### src/rtl/uart_tx_arbiter.sv
// uart_tx_arbiter: round-robin front end that shares one uart_tx among NREQ
// byte requesters. It captures the winner's byte, starts the transmitter and
// follows uart_busy to completion. If the transmitter never starts, it flags
// a timeout and moves on.
module uart_tx_arbiter #(
   parameter int NREQ = 4,
   parameter int N    = 8,
   parameter int TOUT = 16
) (
   input  logic              clk,
   input  logic              reset,
   input  logic [NREQ-1:0]   req,
   input  logic [NREQ*N-1:0] data_in,
   input  logic              uart_busy,
   output logic [NREQ-1:0]   grant,
   output logic [NREQ-1:0]   done,
   output logic [N-1:0]      to_uart,
   output logic              tx_external,
   output logic              timeout_err,
   output logic [2:0]        active_id,
   output logic [1:0]        state_out
);

   localparam logic [1:0] IDLE  = 2'd0;
   localparam logic [1:0] START = 2'd1;
   localparam logic [1:0] BUSY  = 2'd2;
   localparam logic [1:0] GAP   = 2'd3;

   localparam int            CW       = $clog2(TOUT);
   localparam logic [CW-1:0] CNT_LAST = CW'(TOUT - 1);
   localparam logic [2:0]    ID_LAST  = 3'(NREQ - 1);

   logic [1:0]    state;
   logic [2:0]    ptr;
   logic [CW-1:0] cnt;
   logic [2:0]    sel;
   logic [2:0]    sel_next;
   logic          any_req;

   // Index (base + off) modulo NREQ, where off < NREQ.
   function automatic logic [2:0] wrap_add(input logic [2:0] base, input int off);
      int s;
      s = int'(base) + off;
      if (s >= NREQ) s = s - NREQ;
      return 3'(s);
   endfunction

   assign any_req   = |req;
   assign sel_next  = (sel == ID_LAST) ? 3'd0 : sel + 3'd1;
   assign state_out = state;

   // Pick the first requester at or after the pointer. The loop scans
   // downward, so the lowest offset from ptr is the last write and wins.
   always_comb begin
      sel = ptr;
      for (int k = NREQ - 1; k >= 0; k--) begin
         if (req[wrap_add(ptr, k)]) sel = wrap_add(ptr, k);
      end
   end

   // Control FSM. All outputs are registered here. The grant, done and
   // timeout_err strobes default low, so each one lasts a single cycle.
   always_ff @(posedge clk or negedge reset) begin
      if (!reset) begin
         state       <= IDLE;
         ptr         <= '0;
         cnt         <= '0;
         grant       <= '0;
         done        <= '0;
         to_uart     <= '0;
         tx_external <= 1'b0;
         timeout_err <= 1'b0;
         active_id   <= '0;
      end else begin
         grant       <= '0;
         done        <= '0;
         timeout_err <= 1'b0;
         case (state)
            IDLE: begin
               // A busy transmitter blocks arbitration. The frame may still
               // be finishing, or the line may still be settling.
               if (!uart_busy && any_req) begin
                  to_uart     <= data_in[int'(sel)*N +: N];
                  active_id   <= sel;
                  grant       <= NREQ'(1) << sel;
                  tx_external <= 1'b1;
                  ptr         <= sel_next;
                  cnt         <= '0;
                  state       <= START;
               end
            end
            START: begin
               if (uart_busy) begin
                  tx_external <= 1'b0;
                  state       <= BUSY;
               end else if (cnt == CNT_LAST) begin
                  tx_external <= 1'b0;
                  timeout_err <= 1'b1;
                  state       <= GAP;
               end else begin
                  cnt <= cnt + 1'b1;
               end
            end
            BUSY: begin
               if (!uart_busy) begin
                  done  <= NREQ'(1) << active_id;
                  state <= GAP;
               end
            end
            default: state <= IDLE;
         endcase
      end
   end

endmodule
### config.mk
export PLATFORM = sky130hd
export DESIGN_NAME = uart_tx_arbiter
export DESIGN_NICKNAME = d
export VERILOG_FILES = /design/src/rtl/uart_tx_arbiter.sv
export SDC_FILE = /design/constraint.sdc
export NUM_CORES = 1
export LEC_CHECK = 0
export ABC_AREA = 1
export CELL_PAD_IN_SITES_DETAIL_PLACEMENT = 0
export CELL_PAD_IN_SITES_GLOBAL_PLACEMENT = 1
export CORE_ASPECT_RATIO = 0.9
export CORE_MARGIN = 4
export CORE_UTILIZATION = 37
export CTS_BUF_LIST = sky130_fd_sc_hd__clkbuf_2
export DETAILED_ROUTE_END_ITERATION = 16
export GPL_ROUTABILITY_DRIVEN = 0
export PLACE_DENSITY_LB_ADDON = 0.25
export SYNTH_ARGS = -nofsm -noshare
export SYNTH_HDL_FRONTEND = slang
export SYNTH_SLANG_ARGS = --single-unit
### constraint.sdc
create_clock -name clk -period 5.3 [get_ports clk]
set_input_delay 1.06 -clock clk [delete_from_list [all_inputs] [get_ports clk]]
set_output_delay 1.06 -clock clk [all_outputs]
set_load 0.05 [all_outputs]
-- Yosys cells after proc, flatten, opt, wreduce, memory -nomap -nowiden
Cells that the tools add are included.
W data, S select, Z words.
- bits in registers: 30
- input bits: 39
- output and inout port bits: 23
- logic and storage cells: 84
- $add $sub $neg: 9
- $lt $le $gt $ge: 8
- equal/unequal tests: 9
- shifts and indexed selects: 3
- mux-type cells: 37
- reductions and logical operators: 9
- operators by type and width (cell ; count):
    $shiftx A32 B7 Y8 ; 1
    $mux W4 ; 7
    $mux W3 ; 9
    $ge A4 B3 Y1 const B ; 3
    $lt A3 B3 Y1 const B ; 4
    $sub A3 B3 Y3 const B ; 4
    $mux W1 ; 10
    $add A3 B2 Y4 const B ; 2
    $bmux W1 S2 ; 4
    $mux W2 ; 4
    $ne A2 B2 Y1 const B ; 4
    $pmux W4 S2 ; 1
    $shl A1 B3 Y4 const A ; 2
    $pmux W2 S3 ; 1
    $reduce_and A3 Y1 ; 2
    $add A3 B1 Y4 const B ; 1
    $add A4 B1 Y4 const B ; 1
    $eq A4 B4 Y1 const B ; 1
    $reduce_and A4 Y1 ; 1
    $reduce_or A4 Y1 ; 1
    $add A3 B1 Y3 const B ; 1
    $eq A3 B2 Y1 const B ; 1
    $ge A3 B3 Y1 const B ; 1
    $ne A3 B3 Y1 const B ; 1
    8 further kinds ; 8

-- Logic depth before layout (Yosys ltp)
Gate-level depths: netlist of the first run.
- depth after elaboration: 12
- depth in mapped cells: 16
- mapped depth without buffers: 14

-- Worst setup path before layout of the first run
Ideal clock, no wire load.
- path type: input -> register
- start: in req[3]
- end: reg ptr[1]
- library setup time: 0.132 ns
- arrival: 2.295 ns
- required time: 5.168 ns
- setup slack: 2.873 ns
- cell stages on the path: 14
- buffers on the path: 1
- cell sequence: inv_1 > nand2_1 > nand3_2 > nand2_2 > inv_2 > nand2_2 > nand2_4 > nand2_4 > nand2_4 > nand2_8 > buf_12 > ha_1 > nand3_1 > o21ai_0
- longest elaborated chain between the ends: 8
- elaborated cells on any way between the ends: 18
- classes of those cells: 1 x add/sub; 1 x eq/ne; 13 x mux; 3 x reduce/logical
- RTL lines (item ; RTL line ; source):
    from (decl) ; 12 ; input logic [NREQ-1:0] req,
    $bmux W1 S2 ; 57 ; if (req[wrap_add(ptr, k)]) sel = wrap_add(ptr, k);
    $mux W1 (not written as such) ; 57 ;
    $mux W3 (3 in a row) ; 57 ;
    $mux W3 * ; 57 ;
    via sel[0] ; 36 ; logic [2:0] sel;
    $add A3 B1 Y3 / $eq A3 B2 Y1 (equally long branches) ; 49 ; assign sel_next = (sel == ID_LAST) ? 3'd0 : sel + 3'd1;
    $mux W3 * ; 49 ;
    to (signal assigned) ; 87 ; ptr <= sel_next;
    to (decl) ; 34 ; logic [2:0] ptr;
The timed path passes the listed nets; every way through them passes the cells marked *. The select of a mux whose other input is x is not followed.
A chain may end at the register's enable or synchronous reset.

-- Worst setup path in the final report of the first run
- start: in req[1]
- end: reg ptr[1]
Same word-level chain as after synthesis.

==> impl_metrics.toml, run 1 <==
[outcome]
outcome = "finished, final reports clean"

[detailed_routing]
ant_nets = 0
viasPerCell = 4.719
drt_first_pass_iters = 4
wl_um = 4409
dr.first_iter.drc_count = 90
wl_per_cell_um = 11.79
vias = 1765
drc = 0

[final_layout]
drive_gt1_frac = 0.1230
fin_util = 0.5255
diodes = 0
syn_to_final_growth_pct = 34.43
fin_nets = 359
fin_cells = 374
layout_common_cells = "clkdlybuf4s50_1 (61), nand2_1 (56), nand3_1 (52)"
layout_commonest_cell = "clkdlybuf4s50_1"
nFillCells = 508

[global_route]
grt_pass1_wl_um = 7189
use_met3 = 0.03243
grt_antenna_before_repair = 0
top_usage_layer = "met2"
overflow = 0
grt_pass1_vias = 1545
grt_use_met1 = 0.1863
grtUsageMet2 = 0.2098
grt_max_degree = 31
track_usage = 0.1372

[pwr]
powerDensity_nw_per_um2 = 646.4
p_leak_nw = 1.238
ir_drop_v = 0.0003789

[timing]
hold_violations = 0
slew_violations = 0
grt_setup_unrepaired = "false"
finalSetupViolCount = 0
setup_tns_ps = 0
min_period_ps = 3165
worst_slew_pin_slew_ps = 551.8
skew_ps = 25.38
period_share = 0.5972
slew_headroom = 0.6322
hold-worst-slack_ps = 498.4
timing.fmax_mhz = 315.9

[logic_synthesis]
synthesis.area_um2 = 1937
yosysTopAreaCellShare = 0.3876
synth_nets = 297
ys_seq_elements = 30
syn_avg_cell_area_um2 = 7.842
ys_warn_count = 0
post-synth-top-area-cell = "dfrtp_1"
netlist-cell-type-count = 29
syn_inst = 247
yosysSeqAreaShare = 0.3876
synth_area_leaders = "dfrtp_1 (39%), nand3_1 (13%), nand2_1 (11%)"

[worst_setup_path]
slowest_stage = "clkdlybuf4s50_1"
crit_chain = "clkdlybuf4s50_1 > inv_1 > o21ai_2 > nand2_1 > nand2_1 > nand3_1 > nand3_1 > nand2_1 > nand2_1 > clkinv_1 > ha_1 > nand3_1 > o21ai_0"
worstSetupPathType = "in2reg"
crit_top_cell = "nand2_1"
reg2reg_slack_ps = 2310
cp.required_ps = 5560
start_kind = "input pin"
path_delay_family = "buffers and inverters"
cp_max_fo = 12
crit_path_end_kind = "register"
max_stage_delay_ps = 480
critPathArrivalTime_ps = 3420
critPathBufInv = 3

[job]
cap_violations = 0

[die]
rows = 24
die_area_um2 = 6458
die-width_um = 84.27
die_y_um = 76.64
coreArea_um2 = 4955
start_util = 0.3909
ioPinCount = 62

[placement]
hpwl_um = 3457
port_buffers = 61
dpl.cell_count = 367

[cts]
root_buffer = "clkbuf_2"
htreeDepth = 2
cts_resized = 0
cts.sinks = 30
postCtsSetupRepairBufs = 0
clk_latency_ps = 360
path_clk_slew_ps = 160
cts_buffers = 5
cts_tree = "yes"
hold_buffers = 0
clock_path_buffers = 2

[min_path]
hold_path.class = "reg2reg"
==> final timing paths <==
| check | startpoint | end | cells after the start |
|---|---|---|---|
| worst max-delay path | req[1] | ptr[1] | 13 |
| worst min-delay path | to_uart[1] | to_uart[1] | 2 |
| worst max register to register | ptr[0] | ptr[1] | 12 |
| worst min register to register | to_uart[1] | to_uart[1] | 2 |
| max in group asynchronous | reset | done[1] | 2 |
| min in group asynchronous | reset | tx_external | 2 |
==> through the flow <==
| step | total power, mW | worst slack, ps | area, µm² |
|---|---|---|---|
| global placement | 1.588 | 1813 | 2569 |
| CTS | 1.705 | 2132 | 2604 |
| detailed placement | 1.593 | 1719 | 2569 |
| global route | 1.845 | 2008 | 2604 |
| finish | 1.683 | 2135 | 2604 |
| floorplan | 1.352 | 2873 | 1937 |
==> tightest hold or removal path, cell delays in order (launching register included) <==
cell     delay [ps]
dfrtp_1         370
nand2_1          50
nand2_1          50
==> cell families (layout without fill, tap and decap cells) <==
family / count (synthesis) / after routing / share of synthesized area
AOI/OAI and AO/OA: 21 / 21 / 0.06267
adders and majority gates: 11 / 11 / 0.07106
buffers and inverters: 35 / 97 / 0.09044
DFF: 30 / 30 / 0.3876
and+or+nand+nor: 150 / 150 / 0.3882
==> layout make-up <==
class	instances	area (µm²)	area share
Timing Repair Buffer	62	618.1	0.2374
Clock buffer	7	35.03	0.01346
Inverter	28	107.6	0.04133
Multi-Input combinational cell	182	1011	0.3883
Sequential cell	30	750.7	0.2883
Tap cell	65	81.33	0.03123
==> flip-flops by register name, indices dropped and copies added (netlist names) <==
name,cells
grant,4
active_id,3
ptr,3
to_uart,8
done,4
cnt,4
state_out,2
tx_external,1
timeout_err,1
==> cell usage after synthesis <==
cell type and number:
dfrtp_1 30, nand2_4 3, o21ai_2 2, nand3_4 1, buf_2 2, inv_2 4
clkbuf_1 1, a21oi_1 5, nand3b_1 1, inv_1 22, nand2_8 1, nand3_2 2
o31ai_1 1, o21ai_0 8, o22ai_1 1, nor2_1 10, buf_12 1, ha_1 11
nor3_1 8, nand2_2 15, a22oi_1 1, o21ai_1 2, nor2_4 1, o21a_1 1
nand3_1 52, nand2_1 56, buf_6 3, inv_4 1, clkinv_1 1
==> routing by layer <==
layer / wire length, µm / share of wire
met5: 0 / 0
met4: 58 / 0.013
met3: 237 / 0.054
met2: 2017 / 0.46
met1: 2096 / 0.48
==> report_power, final <==
| part | switching (mW) | internal [mW] | leakage [nW] |
|---|---|---|---|
| logic | 0.802 | 0.398 | 0.821 |
| registers | 0.0687 | 0.306 | 0.388 |
| clock network | 0.0738 | 0.0344 | 0.0291 |
| total | 0.945 | 0.738 | 1.24 |
No activity file was read; power rests on OpenSTA's default activity.
==> inputs of run 2 (changes only) <==
--- a/config.mk
+++ b/config.mk
@@ -10,7 +10,7 @@
 export CELL_PAD_IN_SITES_GLOBAL_PLACEMENT = 1
 export CORE_ASPECT_RATIO = 0.9
 export CORE_MARGIN = 4
-export CORE_UTILIZATION = 37
+export CORE_UTILIZATION = 31
 export CTS_BUF_LIST = sky130_fd_sc_hd__clkbuf_2
 export DETAILED_ROUTE_END_ITERATION = 16
 export GPL_ROUTABILITY_DRIVEN = 0
==> constraint.sdc (replaced) <==
create_clock -name clk -period 2.8 [get_ports clk]
set_input_delay 0.56 -clock clk [delete_from_list [all_inputs] [get_ports clk]]
set_output_delay 0.56 -clock clk [all_outputs]
set_load 0.05 [all_outputs]
==> impl_metrics.toml, run 2 (synthesis gave the netlist of run 1 again) <==
[outcome]
outcome = "finished, final reports clean"

[worst_setup_path]
critPathBufInv = 2
reg2reg_slack_ps = 460
slowest_stage = "dfrtp_1"
path_delay_family = "simple AND/OR/NAND/NOR gates"
r2r-end = "ptr[1]"
reg2reg_depth = 13
crit_top_cell = "nand2_4"
crit_start = "ptr[1]"
start_kind = "register"
worstSetupPathType = "reg2reg"
crit_path_end_kind = "register"
cp.required_ps = 3050
crit_cells = 13
cp_max_fo = 20
crit_chain = "inv_1 > ha_1 > inv_1 > nand2_1 > nand2_2 > nand2_2 > nand2_4 > nand2_4 > nand2_4 > nand2_8 > ha_1 > nand3_1 > o21ai_0"
r2r-start = "ptr[1]"
max_stage_delay_ps = 510
critPathCapture = "ptr[1]"
critPathArrivalTime_ps = 2590

[final_layout]
layout_commonest_cell = "clkdlybuf4s50_1"
fin_cells = 387
largest_reg_flops = 8
nFillCells = 642
fin_nets = 364
drive_gt1_frac = 0.1397
diodes = 0
syn_to_final_growth_pct = 38.37
layout_common_cells = "clkdlybuf4s50_1 (61), nand2_1 (56), nand3_1 (52)"
largest_register = "to_uart"

[timing]
min_period_ps = 2335
grt_setup_unrepaired = "false"
slew_headroom = 0.6497
worst_slew_pin_slew_ps = 523.8
hold_violations = 0
skew_ps = 32.01
slew_violations = 0
finalSetupViolCount = 0
period_share = 0.8341
timing.fmax_mhz = 428.2
setup_tns_ps = 0

[detailed_routing]
wl_um = 4677
drc = 0
wl_per_cell_um = 12.09
dr.first_iter.drc_count = 72
vias = 1799
viasPerCell = 4.649
drt_first_pass_iters = 4
ant_nets = 0

[min_path]
hold_path.class = "reg2reg"

[die]
start_util = 0.3185
ioPinCount = 62
die_area_um2 = 7578
rows = 27
die_y_um = 82.99
coreArea_um2 = 6081
die-width_um = 91.32

[cts]
cts_tree = "yes"
cts_resized = 0
hold_buffers = 0
clk_latency_ps = 360
cts.sinks = 30
postCtsSetupRepairBufs = 0
clock_path_buffers = 2
root_buffer = "clkbuf_2"
htreeDepth = 2
path_clk_slew_ps = 170
cts_buffers = 5

[global_route]
grt_antenna_before_repair = 0
grt_pass1_vias = 1778
overflow = 0
grt_max_degree = 31
track_usage = 0.1313
grt_pass1_wl_um = 8252

[placement]
dpl.cell_count = 379
port_buffers = 61
hpwl_um = 3696

[pwr]
ir_drop_v = 0.0005397
p_leak_nw = 1.275
powerDensity_nw_per_um2 = 1259

[job]
cap_violations = 0
run 2: worst min path at each step:
stage	depth (start not counted)	end	slack [ps]	startpoint
6_report	2	to_uart[7]	500	to_uart[7]
3_3_place_gp	2	to_uart[7]	460	to_uart[7]
2_1_floorplan	0	active_id[0]	260	reset
5_1_grt	1	cnt[3]	530	cnt[3]
4_1_cts	1	cnt[3]	500	cnt[3]
3_5_place_dp	2	to_uart[2]	470	to_uart[2]
run 2: per-stage QoR:
stage / setup slack, ps / instance area, µm² / util / hold slack, ps / power [mW]
detailed placement: 247.5 / 2615 / 0.4300 / 467.2 / 3.102
global placement: 290.3 / 2615 / 0.4300 / 464.2 / 3.091
CTS: 457.4 / 2680 / 0.4407 / 497.1 / 3.415
global route: 205.9 / 2680 / 0.4407 / 526.3 / 3.726
finish: 464.6 / 2680 / 0.4407 / 497.4 / 3.375
floorplan: 668.2 / 1937 / - / 264.4 / 2.560
run 2: layer usage:
metal,GRT usage,up-vias,part of all wire
met1,0.1786,814,0.49
met4,0.03699,0,0.012
met5,0,-,0
met2,0.2119,40,0.46
met3,0.02536,5,0.039
li1,-,940,-
run 2: worst reg2reg max path, stage by stage (launching register included):
cell and delay [ps]:
dfrtp_1 510, inv_1 150, ha_1 330, inv_1 80, nand2_1 80, nand2_2 90, nand2_2 70, nand2_4 80
nand2_4 50, nand2_4 180, nand2_8 170, ha_1 310, nand3_1 70, o21ai_0 80
run 2: where the power goes:
| part | switching [mW] | internal, mW |
|---|---|---|
| Clock | 0.153 | 0.148 |
| Combinational | 1.57 | 0.818 |
| Sequential | 0.105 | 0.579 |
| Total | 1.83 | 1.54 |
run 2: final cells by class:
class | count | area (µm²) | area share
clock inverter | 3 | 40.04 | 0.01494
timing repair buffer | 67 | 655.6 | 0.2446
inverter | 28 | 107.6 | 0.04015
tap | 72 | 90.09 | 0.03361
sequential | 30 | 750.7 | 0.2801
multi-input combinational | 182 | 1011 | 0.3772
clock buffer | 5 | 25.02 | 0.009337
